==> src/rtl/countdown_timer_if.sv <==
// rtl/countdown_timer_if.sv - preset load handshake bundle for countdown_timer
interface countdown_timer_if #(
    parameter int P_SEC_BIT  = 6,
    parameter int P_MIN_BIT  = 6,
    parameter int P_HOUR_BIT = 5
) ();
    logic                  i_load_valid;
    logic                  o_load_ready;
    logic [P_HOUR_BIT-1:0] i_load_hour;
    logic [P_MIN_BIT-1:0]  i_load_min;
    logic [P_SEC_BIT-1:0]  i_load_sec;
    logic                  o_load_err;

    modport master (
        output i_load_valid, i_load_hour, i_load_min, i_load_sec,
        input  o_load_ready, o_load_err
    );

    modport slave (
        input  i_load_valid, i_load_hour, i_load_min, i_load_sec,
        output o_load_ready, o_load_err
    );
endinterface

==> src/rtl/countdown_timer.sv <==
// rtl/countdown_timer.sv - hh:mm:ss countdown timer (optional COUNTDOWN_AUTO_RELOAD_EN)
module countdown_timer #(
    parameter int P_COUNT_BIT = 30,
    parameter int P_SEC_BIT   = 6,
    parameter int P_MIN_BIT   = 6,
    parameter int P_HOUR_BIT  = 5
) (
    input  logic                   clk,
    input  logic                   reset,
    input  logic [P_COUNT_BIT-1:0] i_freq,
    countdown_timer_if.slave       load,
    input  logic                   i_start,
    input  logic                   i_pause,
    input  logic                   i_clear,
    output logic [P_HOUR_BIT-1:0]  o_hour,
    output logic [P_MIN_BIT-1:0]   o_min,
    output logic [P_SEC_BIT-1:0]   o_sec,
    output logic                   o_running,
    output logic                   o_done
);

    typedef enum logic [1:0] {
        ST_IDLE  = 2'd0,
        ST_RUN   = 2'd1,
        ST_PAUSE = 2'd2,
        ST_DONE  = 2'd3
    } state_t;

    localparam logic [P_SEC_BIT-1:0]  SEC_MAX  = P_SEC_BIT'(59);
    localparam logic [P_MIN_BIT-1:0]  MIN_MAX  = P_MIN_BIT'(59);
    localparam logic [P_HOUR_BIT-1:0] HOUR_MAX = P_HOUR_BIT'(23);

    state_t                 state_q, state_d;
    logic [P_COUNT_BIT-1:0] presc_q, presc_d;
    logic [P_HOUR_BIT-1:0]  hour_q, hour_d;
    logic [P_MIN_BIT-1:0]   min_q, min_d;
    logic [P_SEC_BIT-1:0]   sec_q, sec_d;
    logic                   done_q, done_d;
    logic                   err_q, err_d;

`ifdef COUNTDOWN_AUTO_RELOAD_EN
    logic [P_HOUR_BIT-1:0]  rl_hour_q, rl_hour_d;
    logic [P_MIN_BIT-1:0]   rl_min_q, rl_min_d;
    logic [P_SEC_BIT-1:0]   rl_sec_q, rl_sec_d;
`endif

    logic                   load_ready;
    logic                   load_fire;
    logic                   load_ok;
    logic                   tick;
    logic                   time_zero;
    logic [P_HOUR_BIT-1:0]  hour_dec;
    logic [P_MIN_BIT-1:0]   min_dec;
    logic [P_SEC_BIT-1:0]   sec_dec;
    logic                   dec_zero;

    assign load_ready = (state_q == ST_IDLE) || (state_q == ST_DONE);
    assign load_fire  = load.i_load_valid && load_ready;
    assign load_ok    = (load.i_load_hour <= HOUR_MAX) && (load.i_load_min <= MIN_MAX)
                        && (load.i_load_sec <= SEC_MAX);
    // i_freq of 0 or 1 means one tick per clock; >= tolerates i_freq shrinking mid-count
    assign tick       = (i_freq <= P_COUNT_BIT'(1)) || (presc_q >= (i_freq - P_COUNT_BIT'(1)));
    assign time_zero  = (hour_q == '0) && (min_q == '0) && (sec_q == '0);

    // One-second decrement with seconds -> minutes -> hours borrow, saturating at zero
    always_comb begin
        hour_dec = hour_q;
        min_dec  = min_q;
        sec_dec  = sec_q;
        if (sec_q != '0) begin
            sec_dec = sec_q - P_SEC_BIT'(1);
        end else if (min_q != '0) begin
            min_dec = min_q - P_MIN_BIT'(1);
            sec_dec = SEC_MAX;
        end else if (hour_q != '0) begin
            hour_dec = hour_q - P_HOUR_BIT'(1);
            min_dec  = MIN_MAX;
            sec_dec  = SEC_MAX;
        end
    end

    assign dec_zero = (hour_dec == '0) && (min_dec == '0) && (sec_dec == '0);

    // Next-state and datapath: clear beats load, load beats start, a tick's decrement beats pause
    always_comb begin
        state_d = state_q;
        presc_d = presc_q;
        hour_d  = hour_q;
        min_d   = min_q;
        sec_d   = sec_q;
        done_d  = 1'b0;
        err_d   = 1'b0;
`ifdef COUNTDOWN_AUTO_RELOAD_EN
        rl_hour_d = rl_hour_q;
        rl_min_d  = rl_min_q;
        rl_sec_d  = rl_sec_q;
`endif
        if (i_clear) begin
            state_d = ST_IDLE;
            presc_d = '0;
            hour_d  = '0;
            min_d   = '0;
            sec_d   = '0;
        end else begin
            case (state_q)
                ST_IDLE, ST_DONE: begin
                    if (load_fire) begin
                        if (load_ok) begin
                            state_d = ST_IDLE;
                            presc_d = '0;
                            hour_d  = load.i_load_hour;
                            min_d   = load.i_load_min;
                            sec_d   = load.i_load_sec;
`ifdef COUNTDOWN_AUTO_RELOAD_EN
                            rl_hour_d = load.i_load_hour;
                            rl_min_d  = load.i_load_min;
                            rl_sec_d  = load.i_load_sec;
`endif
                        end else begin
                            err_d = 1'b1;
                        end
                    end else if ((state_q == ST_IDLE) && i_start) begin
                        if (time_zero) begin
                            state_d = ST_DONE;
                            done_d  = 1'b1;
                        end else begin
                            state_d = ST_RUN;
                        end
                    end
                end
                ST_RUN: begin
                    if (tick) begin
                        presc_d = '0;
                        hour_d  = hour_dec;
                        min_d   = min_dec;
                        sec_d   = sec_dec;
                        state_d = i_pause ? ST_PAUSE : ST_RUN;
                        if (dec_zero) begin
                            done_d  = 1'b1;
                            state_d = ST_DONE;
`ifdef COUNTDOWN_AUTO_RELOAD_EN
                            if ((rl_hour_q != '0) || (rl_min_q != '0) || (rl_sec_q != '0)) begin
                                hour_d  = rl_hour_q;
                                min_d   = rl_min_q;
                                sec_d   = rl_sec_q;
                                state_d = i_pause ? ST_PAUSE : ST_RUN;
                            end
`endif
                        end
                    end else begin
                        presc_d = presc_q + P_COUNT_BIT'(1);
                        if (i_pause) begin
                            state_d = ST_PAUSE;
                        end
                    end
                end
                ST_PAUSE: begin
                    if (i_start && !i_pause) begin
                        state_d = ST_RUN;
                    end
                end
                default: state_d = ST_IDLE;
            endcase
        end
    end

    // State and datapath registers with synchronous reset
    always_ff @(posedge clk) begin
        if (reset) begin
            state_q <= ST_IDLE;
            presc_q <= '0;
            hour_q  <= '0;
            min_q   <= '0;
            sec_q   <= '0;
            done_q  <= 1'b0;
            err_q   <= 1'b0;
`ifdef COUNTDOWN_AUTO_RELOAD_EN
            rl_hour_q <= '0;
            rl_min_q  <= '0;
            rl_sec_q  <= '0;
`endif
        end else begin
            state_q <= state_d;
            presc_q <= presc_d;
            hour_q  <= hour_d;
            min_q   <= min_d;
            sec_q   <= sec_d;
            done_q  <= done_d;
            err_q   <= err_d;
`ifdef COUNTDOWN_AUTO_RELOAD_EN
            rl_hour_q <= rl_hour_d;
            rl_min_q  <= rl_min_d;
            rl_sec_q  <= rl_sec_d;
`endif
        end
    end

    assign load.o_load_ready = load_ready;
    assign load.o_load_err   = err_q;
    assign o_hour            = hour_q;
    assign o_min             = min_q;
    assign o_sec             = sec_q;
    assign o_running         = (state_q == ST_RUN);
    assign o_done            = done_q;

endmodule

==> src/flat_wrapper.sv <==
// flat-port wrapper written by rule: the top's interface ports become plain ports
module countdown_timer_flat 
#(
    parameter int P_COUNT_BIT = 30,
    parameter int P_SEC_BIT   = 6,
    parameter int P_MIN_BIT   = 6,
    parameter int P_HOUR_BIT  = 5
)
  (clk, reset, i_freq, i_start, i_pause, i_clear, o_hour, o_min, o_sec, o_running, o_done, load_i_load_valid, load_i_load_hour, load_i_load_min, load_i_load_sec, load_o_load_ready, load_o_load_err);
  countdown_timer_if #(.P_SEC_BIT(P_SEC_BIT), .P_MIN_BIT(P_MIN_BIT), .P_HOUR_BIT(P_HOUR_BIT)) load_i ();
  input  logic clk;
  input  logic reset;
  input  logic [P_COUNT_BIT-1:0] i_freq;
  input  logic i_start;
  input  logic i_pause;
  input  logic i_clear;
  output logic [P_HOUR_BIT-1:0] o_hour;
  output logic [P_MIN_BIT-1:0] o_min;
  output logic [P_SEC_BIT-1:0] o_sec;
  output logic o_running;
  output logic o_done;
  input wire logic [$bits(load_i.i_load_valid)-1:0] load_i_load_valid;
  input wire logic [$bits(load_i.i_load_hour)-1:0] load_i_load_hour;
  input wire logic [$bits(load_i.i_load_min)-1:0] load_i_load_min;
  input wire logic [$bits(load_i.i_load_sec)-1:0] load_i_load_sec;
  output wire logic [$bits(load_i.o_load_ready)-1:0] load_o_load_ready;
  output wire logic [$bits(load_i.o_load_err)-1:0] load_o_load_err;
  assign load_i.i_load_valid = load_i_load_valid;
  assign load_i.i_load_hour = load_i_load_hour;
  assign load_i.i_load_min = load_i_load_min;
  assign load_i.i_load_sec = load_i_load_sec;
  assign load_o_load_ready = load_i.o_load_ready;
  assign load_o_load_err = load_i.o_load_err;
  countdown_timer #(.P_COUNT_BIT(P_COUNT_BIT), .P_SEC_BIT(P_SEC_BIT), .P_MIN_BIT(P_MIN_BIT), .P_HOUR_BIT(P_HOUR_BIT)) u_core (.clk(clk), .reset(reset), .i_freq(i_freq), .load(load_i), .i_start(i_start), .i_pause(i_pause), .i_clear(i_clear), .o_hour(o_hour), .o_min(o_min), .o_sec(o_sec), .o_running(o_running), .o_done(o_done));
endmodule
==> config.mk <==
export PLATFORM = sky130hd
export DESIGN_NAME = countdown_timer_flat
export DESIGN_NICKNAME = d
export VERILOG_FILES = /design/src/rtl/countdown_timer_if.sv /design/src/rtl/countdown_timer.sv /design/src/flat_wrapper.sv
export SDC_FILE = /design/constraint.sdc
export NUM_CORES = 1
export LEC_CHECK = 0
export CORE_MARGIN = 1
export CORE_UTILIZATION = 45
export DETAILED_ROUTE_END_ITERATION = 8
export HOLD_SLACK_MARGIN = 0.15
export PLACE_DENSITY = 0.73
export SYNTH_ARGS = -nofsm -noshare
export SYNTH_HDL_FRONTEND = slang
export SYNTH_SLANG_ARGS = --single-unit
==> constraint.sdc <==
create_clock -name clk -period 5.2 [get_ports clk]
set_input_delay 1.56 -clock clk [delete_from_list [all_inputs] [get_ports clk]]
set_output_delay 1.56 -clock clk [all_outputs]
set_load 0.05 [all_outputs]
==> Word-level counts from Yosys, hierarchy flattened <==
Cells that the tools add are included.
{ "word_totals": {"reg_bits": 51, "input_bits": 53} }
{ "op_classes": {"reduce_logical": 29, "add_sub_neg": 5, "n_mux": 42, "magnitude_cmp": 5, "n_bitwise": 2, "eq_ne": 10} }
{ "ops": {"columns": ["cell", "n"], "rows": [
  ["$mux 30", 3],
  ["$mux 6", 12],
  ["$pmux 30 s2", 1],
  ["$add 30x1->30 const B", 1],
  ["$ge 30x30->1", 1],
  ["$le 30x1->1 const B", 1],
  ["$mux 5", 6],
  ["$sub 30x1->30 const B", 1],
  ["$logic_not 6->1", 4],
  ["$pmux 6 s2", 2],
  ["$mux 2", 9],
  ["$le 6x6->1 const B", 2],
  ["$reduce_bool 6->1", 2],
  ["$sub 6x1->6 const B", 2],
  ["$logic_not 5->1", 2],
  ["$pmux 5 s2", 1],
  ["$logic_and 1x1->1", 9],
  ["$ne 2x1->1 const B", 4],
  ["$reduce_and 4->1", 2],
  ["$mux 1", 6],
  ["$pmux 2 s3", 1],
  ["$le 5x5->1 const B", 1],
  ["$reduce_bool 5->1", 1],
  ["$sub 5x1->5 const B", 1],
  ["other kinds (14)", 18]
]} }

==> Logic depth before layout (Yosys ltp) <==
Gate-level depths: netlist (run 1).
{ "depth": {"depth_word": 10, "ltp_mapped": 16, "ltp_nobuf": 15} }

==> Worst setup path before layout (run 1) <==
OpenSTA, ideal clock, no wires.
{ "synth_path": {"path_type": "in2reg", "start": "input i_freq[2]", "end": "register u_core.min_q[5], in the netlist u_core.o_min[5]", "setup_time_ps": 128, "t_arrival_ps": 5340, "stages": 15, "path_slack_ps": -268, "required_time_ps": 5072, "cell_sequence": "nor4_1 -> nand3_1 -> or3_1 -> nor4b_1 -> xnor2_1 -> ha_1 -> a21oi_1 -> o21a_1 -> o211ai_1 -> a311oi_1 -> a21oi_1 -> o31ai_1 -> clkbuf_1 -> mux2i_1 -> nor2_1"} }
{ "synth_via": {"elab_chain_cells": 5, "word_cells_on_any_way": 6, "cone_classes": "1 x add/sub; 2 x order compare; 1 x eq/ne; 2 x reduce/logical"} }
{ "synth_rtl": {"columns": ["element", "line_no", "rtl"], "rows": [
  ["from (decl)", "flat_wrapper.sv:13", "input logic [P_COUNT_BIT-1:0] i_freq;"],
  ["$sub 30x1->30", "countdown_timer.sv:62", "assign tick = (i_freq <= P_COUNT_BIT'(1)) || (presc_q >= (i_freq - P_COUNT_BIT'(1)));"],
  ["$ge 30x30->1", "countdown_timer.sv:62", null],
  ["$logic_or 1x1->1 (*)", "countdown_timer.sv:62", null],
  ["$ne 2x1->1 (no source line) (*)", null, null],
  ["$reduce_and 4->1 (no source line) (*)", null, null],
  ["to (signal assigned)", "countdown_timer.sv:186", "min_q <= min_d;"],
  ["to (decl)", "countdown_timer.sv:36", "logic [P_MIN_BIT-1:0] min_q, min_d;"]
]} }
Every way passes the cells marked *; elsewhere a longest branch is shown, timed or not.
A chain may end at the register's enable or synchronous reset.

==> Final worst setup path (run 1) <==
{ "layout_path": {"start": "input i_freq[4]", "end": "register u_core.state_q[1]"} }
{ "layout_via": {"elab_chain_cells": 5, "word_cells_on_any_way": 8, "cone_classes": "1 x add/sub; 2 x order compare; 1 x eq/ne; 2 x mux; 2 x reduce/logical"} }
{ "layout_rtl": {"columns": ["element", "line_no", "rtl"], "rows": [
  ["$sub 30x1->30", "countdown_timer.sv:62", null],
  ["$ge 30x30->1", "countdown_timer.sv:62", null],
  ["$logic_or 1x1->1 (*)", "countdown_timer.sv:62", null],
  ["$ne 3x2->1 (no source line) / $mux 2 (equally long branches)", null, null],
  ["$reduce_and 4->1 (no source line) / $pmux 2 s3 (equally long branches)", null, null],
  ["to (signal assigned)", "countdown_timer.sv:183", "state_q <= state_d;"],
  ["to (decl)", "countdown_timer.sv:33", "state_t state_q, state_d;"]
]} }
Marks and branches as above.

==> results of run 1 <==
-- area by class of cell --
type,count,area (um^2),share of cell area (%)
repair buffers,132,1210,21.4
clock buffers,5,68.8,1.22
clock inverters,3,15.0,0.265
well taps,108,135,2.39
inverters,17,63.8,1.13
flip-flops and latches,51,1020,18.0
multi-input cells,441,3150,55.6
-- state kept, by name (all words and copies together) (netlist names) --
signal / count
u_core.o_sec: 6
u_core.o_min: 6
u_core.o_done: 1
u_core.load.o_load_err: 1
u_core.o_hour: 5
u_core.state_q: 2
u_core.presc_q: 30
-- through the flow --
stage                     std cells  util, %
after CTS                       744     61.4
final                           757     64.3
after floorplan                 525        -
after global placement          735     60.0
after detailed placement        735     60.0
after global routing            757     64.3
-- final timing paths --
check,from,slack (ns),depth (start not counted),endpoint
worst min register to register,u_core.o_min[4],0.54,2,u_core.o_min[4]
worst max register to register,u_core.o_hour[0],1.67,10,u_core.state_q[0]
worst min-delay path,u_core.o_min[4],0.54,2,u_core.o_min[4]
worst max-delay path,i_freq[4],0.16,17,u_core.state_q[1]
-- metal layers --
layer	vias to the layer above	routed length [um]	GRT usage, %
met5	-	0	0
met4	0	191	8.62
met3	21	709	3.72
met2	161	5970	42.8
met1	2130	5510	33.3
li1	2166	-	-
-- cells by family (layout without fill, tap and decap cells) --
logic type	count (synthesis)	count (layout)	share of synthesized area, %
xor+xnor	57	57	12.1
flops	51	51	24.7
compound gates	101	101	16.6
buf+inv	33	157	3.18
simple gates	234	234	29.0
mux	10	10	2.52
fa+ha+maj	39	39	11.8
-- cell usage in the layout, fill, tap and decap left out, types with 17 or more instances in the layout --
| cell | synthesis | routed |
|---|---|---|
| dfxtp_1 | 51 | 51 |
| buf_4 | 0 | 55 |
| nand2_1 | 39 | 39 |
| clkdlybuf4s50_1 | 0 | 66 |
| xnor2_1 | 26 | 26 |
| a21oi_1 | 28 | 23 |
| ha_1 | 39 | 39 |
| nand3_1 | 30 | 27 |
| inv_1 | 17 | 17 |
| xor2_1 | 31 | 31 |
| nor2_1 | 72 | 69 |
-- worst max-delay path, cell delays in order --
cell and delay, ns:
clkdlybuf4s50_1 0.45, nor4_2 0.30, nand3_2 0.14, or3_4 0.41, nor4b_4 0.23, xnor2_1 0.11
ha_1 0.32, a21oi_2 0.14, o21a_1 0.14, o211ai_1 0.09, a311oi_2 0.34, a21oi_4 0.14
buf_4 0.16, o41ai_2 0.20, buf_4 0.18, mux2i_1 0.20, o32ai_1 0.11
-- what timing repair did --
item / CTS / global route
resized for setup: 5 / 38
setup endpoints to repair: 47 / 48
pin swaps: 3 / 34
setup buffers: 0 / 13
gates cloned: 1 / 0
-- power by group through the flow --
stage	combinational (uW)	sequential, uW	clock (uW)
6_report	396	413	233
5_1_grt	424	414	253
4_1_cts	375	412	235
3_5_place_dp	369	421	0
3_3_place_gp	363	421	0
2_1_floorplan	204	440	0
==> impl_metrics.yaml, run 1 <==
status:
  run_status: "finished, violations left"
  violations: "design-rule violations"
clocking:
  clkLatencyLatePin_ns: 0.31
  clk_root_buffer_cell: "clkbuf_8"
  clk_transition_reported_paths_ns: 0.09
  clockBufferDepth: 2
  cts_hold_buf: 0
  clkSinkCount: 51
  numCtsBuffers: 5
  cts_tree: "built"
  htreeDepth: 2
hold_path:
  min_path_type: "register to register"
setup_path:
  timing.critical_path.from_type: "input port"
  timing.critical_path.required_ns: 5.39
  critPathKind: "input port to register"
  critical_path_peak_fanout: 5
  setup.worst_path.end_class: "register"
  worst-endpoint-arrival_ns: 5.22
timing:
  setup_clock_skew_after_layout_ns: 0.00614
  worst_tran_pin_value_ns: 0.833
  finalMaxSlewViolations: 0
  fin_setup_tns_ns: 0
  max-slew-margin-rel_pct: 43.7
  report.final.setup_viol: 0
  maxClockFrequency_ghz: 0.199
  finalHoldWorstSlack_ns: 0.542
  finalHoldViolations: 0
  fin_ws_ns: 0.164
  finalWorstPathRequiredPeriod_ns: 5.04
  min_period_over_period_pct: 96.8
grt:
  grt_pass1_vias: 4353
  grt_max_degree: 32
  grt_first_pass_wirelength_um: 20000
  final_global_route_overflow_total: 0
  grt_usage_pct: 25.4
  antenna_found_initial: 0
pwr:
  p_per_area_mw_per_mm2: 184
  p_clk_share_pct: 22.4
  ir_drop_mv: 0.130
  net_switching_fraction_of_the_power_pct: 35.9
  power.switching_uw: 374
  leakagePower_uw: 0.00226
  total_power_uw: 1040
  sequential_share_of_power_pct: 39.6
  power.share.combinational_pct: 38.0
  internal_portion_of_total_power_uw: 667
floorplanning:
  die_h_um: 97.8
  dieArea_mm2: 0.00956
  ios: 74
  initial_utilization_pct: 46.9
  std_cell_rows: 34
  placeableCoreArea_mm2: 0.00881
  die_w_um: 97.8
synth:
  post_synth_inst_count: 525
  syn_area_mm2: 0.00413
  synthDistinctLibCells: 58
  cell_types_with_the_largest_area_share_after_synthesis: "dfxtp_1 25%, ha_1 12%, xor2_1 6.6%"
  synth-edff-count: 0
  avgSynthCellArea_um2: 7.86
  synth-main-ff-cell: "dfxtp_1"
  synth_most_common_cell: "nor2_1"
  ys_ff_latch: 51
  postSynthNetCount: 617
  netlist_top_cells_count: "72 x nor2_1, 51 x dfxtp_1, 39 x ha_1, 39 x nand2_1, 31 x xor2_1"
  synth.yosys.warnings: 0
  synth.largest_area_cell: "dfxtp_1"
  synth_async_sr_flop_share_pct: 0
  yosysTopAreaCellShare_pct: 24.7
  synth_seq_area_share_pct: 24.7
route:
  routed_via_density: 5.92
  detail-route-antenna-nets: 0
  total_drc_errors_in_the_routed_layout: 10
  drtPass1Iterations: 7
  first_iter_violations: 276
  post_drt_wl_per_cell_um: 16.4
  via_count: 4478
  total_length_of_routed_wires_um: 12400
finish:
  fillers: 747
  diodes: 0
  share_of_layout_cells_above_drive_strength_1_pct: 16.2
  nets: 740
  postLayoutCellArea_mm2: 0.00566
  areaGrowthSynthToFinish_pct: 37.1
placement:
  gp_congestion: 0.936
  placedInstanceArea_mm2: 0.00529
  port_buffers: 73
  detailed_place_hpwl_um: 9380
  preCtsSetupSlack_ns: -0.525
job:
  maxCapViolCount: 0
(Power assumes the default switching activity.)
==> run 2, diff against run 1 <==
- PLACE_DENSITY: 0.73 -> 0.8
==> run 2 against run 1 <==
Critical path depth did not move. Final area shrank 1.5%. Via count down 1.1%. Largest power group unchanged. Critical endpoint is now u_core.presc_q[23]. Flip-flop and latch count stayed put. Sequential share of layout area grew 0.28 points. The run still ends with design-rule violations left.
==> impl_metrics.yaml, run 2 (synthesis gave the netlist of run 1 again) <==
status:
  run_status: "finished, violations left"
  violations: "design-rule violations"
timing:
  report.final.setup_viol: 0
  finalHoldViolations: 0
  finalHoldWorstSlack_ns: 0.522
  max-slew-margin-rel_pct: 41.6
  worst_tran_pin_value_ns: 0.873
  finalWorstPathRequiredPeriod_ns: 5.12
  min_period_over_period_pct: 98.5
  finalMaxSlewViolations: 0
  maxClockFrequency_ghz: 0.195
  setup_clock_skew_after_layout_ns: 0.0125
grt:
  grt_max_degree: 32
  grt_pass1_vias: 4269
  final_global_route_overflow_total: 0
  antenna_found_initial: 0
  grt_first_pass_wirelength_um: 19700
  grt_usage_pct: 24.6
clocking:
  cts_tree: "built"
  cts_hold_buf: 0
  numCtsBuffers: 5
  clk_root_buffer_cell: "clkbuf_8"
  clockBufferDepth: 2
  clkSinkCount: 51
  htreeDepth: 2
  clkLatencyLatePin_ns: 0.30
  clk_transition_reported_paths_ns: 0.08
floorplanning:
  die_h_um: 97.8
  ios: 74
  initial_utilization_pct: 46.9
  placeableCoreArea_mm2: 0.00881
  std_cell_rows: 34
  dieArea_mm2: 0.00956
  die_w_um: 97.8
pwr:
  power.share.combinational_pct: 38.6
  internal_portion_of_total_power_uw: 664
  power.switching_uw: 354
  sequential_share_of_power_pct: 40.5
  net_switching_fraction_of_the_power_pct: 34.8
  p_clk_share_pct: 20.9
  ir_drop_mv: 0.127
  p_per_area_mw_per_mm2: 183
  leakagePower_uw: 0.00217
job:
  maxCapViolCount: 0
setup_path:
  crit_path_frequent_cell: "buf_4"
  critical_path_peak_fanout: 11
  timing.critical_path.required_ns: 5.43
  cp_slowest_cell: "or4_4"
  worstPathCellList: "clkdlybuf4s50_1 > or4_4 > nor3_4 > nand4_1 > buf_4 > nor3_1 > xnor2_1 > ha_1 > a211oi_1 > o21ai_0 > o211ai_1 > nand3_2 > buf_4 > o31ai_2 > nand2_2 > buf_6 > nor2_1"
  timing.critical_path.slowest_cell_delay_ns: 0.46
  worst-endpoint-arrival_ns: 5.36
  timing.critical_path.from_type: "input port"
  setup.worst_path.end_class: "register"
  critPathKind: "input port to register"
hold_path:
  min_path_type: "register to register"
route:
  first_iter_violations: 284
  drtPass1Iterations: 7
  routed_via_density: 5.93
  total_length_of_routed_wires_um: 12100
  via_count: 4429
  detail-route-antenna-nets: 0
  post_drt_wl_per_cell_um: 16.2
  total_drc_errors_in_the_routed_layout: 6
finish:
  diodes: 0
  regMostFlops: "u_core.presc_q"
  nets: 732
  final_cell_mix: "70 x nor2_1, 70 x clkdlybuf4s50_1, 51 x dfxtp_1"
  largest_register_ffs: 30
  final_core_util_pct: 63.3
  areaGrowthSynthToFinish_pct: 35.1
  share_of_layout_cells_above_drive_strength_1_pct: 14.1
placement:
  detailed_place_hpwl_um: 9320
  port_buffers: 73
  gp_congestion: 0.956
[run 2: final cells by class]
cell class	count	area (um^2)
clock buffers	6	72.6
fillers	717	3230
inverters	17	63.8
multi-input cells	441	3130
flip-flops and latches	51	1020
well taps	108	135
repair buffers	124	1150
[run 2: timing repair]
item / CTS / global route
endpoints found under the hold margin: 0 / 0
setup endpoints to repair: 48 / 49
pin swaps: 0 / 16
setup buffers: 1 / 3
gates resized for setup: 5 / 32
cloned: 0 / 1
[run 2: power groups by stage]
stage,combinational (uW),sequential [uW],clock [uW]
after global routing,421,414,235
after CTS,373,412,217
after floorplan,204,440,0
after global placement,359,421,0
after detailed placement,369,421,0
final,393,412,213
[run 2: per-layer routing]
| layer | routed length [um] | part of all wire, % | track usage (%) | up-vias |
|---|---|---|---|---|
| met3 | 828 | 6.8 | 3.44 | 32 |
| met1 | 5180 | 43 | 32.2 | 2092 |
| met5 | 0 | 0 | 0 | - |
| met2 | 5820 | 48 | 41.7 | 169 |
| met4 | 295 | 2.4 | 8.39 | 0 |
| li1 | - | - | - | 2136 |
[run 2: worst paths after layout]
kind / to / slack, ns / cells after the start / startpoint
worst min register to register: u_core.presc_q[1] / 0.52 / 2 / u_core.presc_q[1]
worst max register to register: u_core.state_q[0] / 1.87 / 10 / u_core.o_hour[0]
worst max-delay path: u_core.presc_q[23] / 0.08 / 17 / i_freq[12]
worst min-delay path: u_core.presc_q[1] / 0.52 / 2 / u_core.presc_q[1]
[run 2: stage by stage]
| stage | setup WS [ns] | setup TNS, ns | instances | power, uW | instance area [um^2] |
|---|---|---|---|---|---|
| final | 0.0772 | 0 | 747 | 1020 | 5570 |
| after global routing | -0.105 | -1.51 | 747 | 1070 | 5570 |
| after CTS | 0.00103 | 0 | 743 | 1000 | 5400 |
| after detailed placement | -0.521 | -21.05 | 736 | 789 | 5290 |
| after global placement | -0.389 | -15.47 | 736 | 779 | 5290 |
| after floorplan | 0.0452 | 0 | 525 | 644 | 4140 |
[run 2: critical path, delay by kind of cell]
family | cells | cell delay (ns)
AND/OR/NAND/NOR | 7 | 1.51
buffers and inverters | 4 | 1.03
AO/OA/AOI/OAI | 4 | 0.81
adder cells (fa/ha/maj) | 1 | 0.27
XOR/XNOR | 1 | 0.17
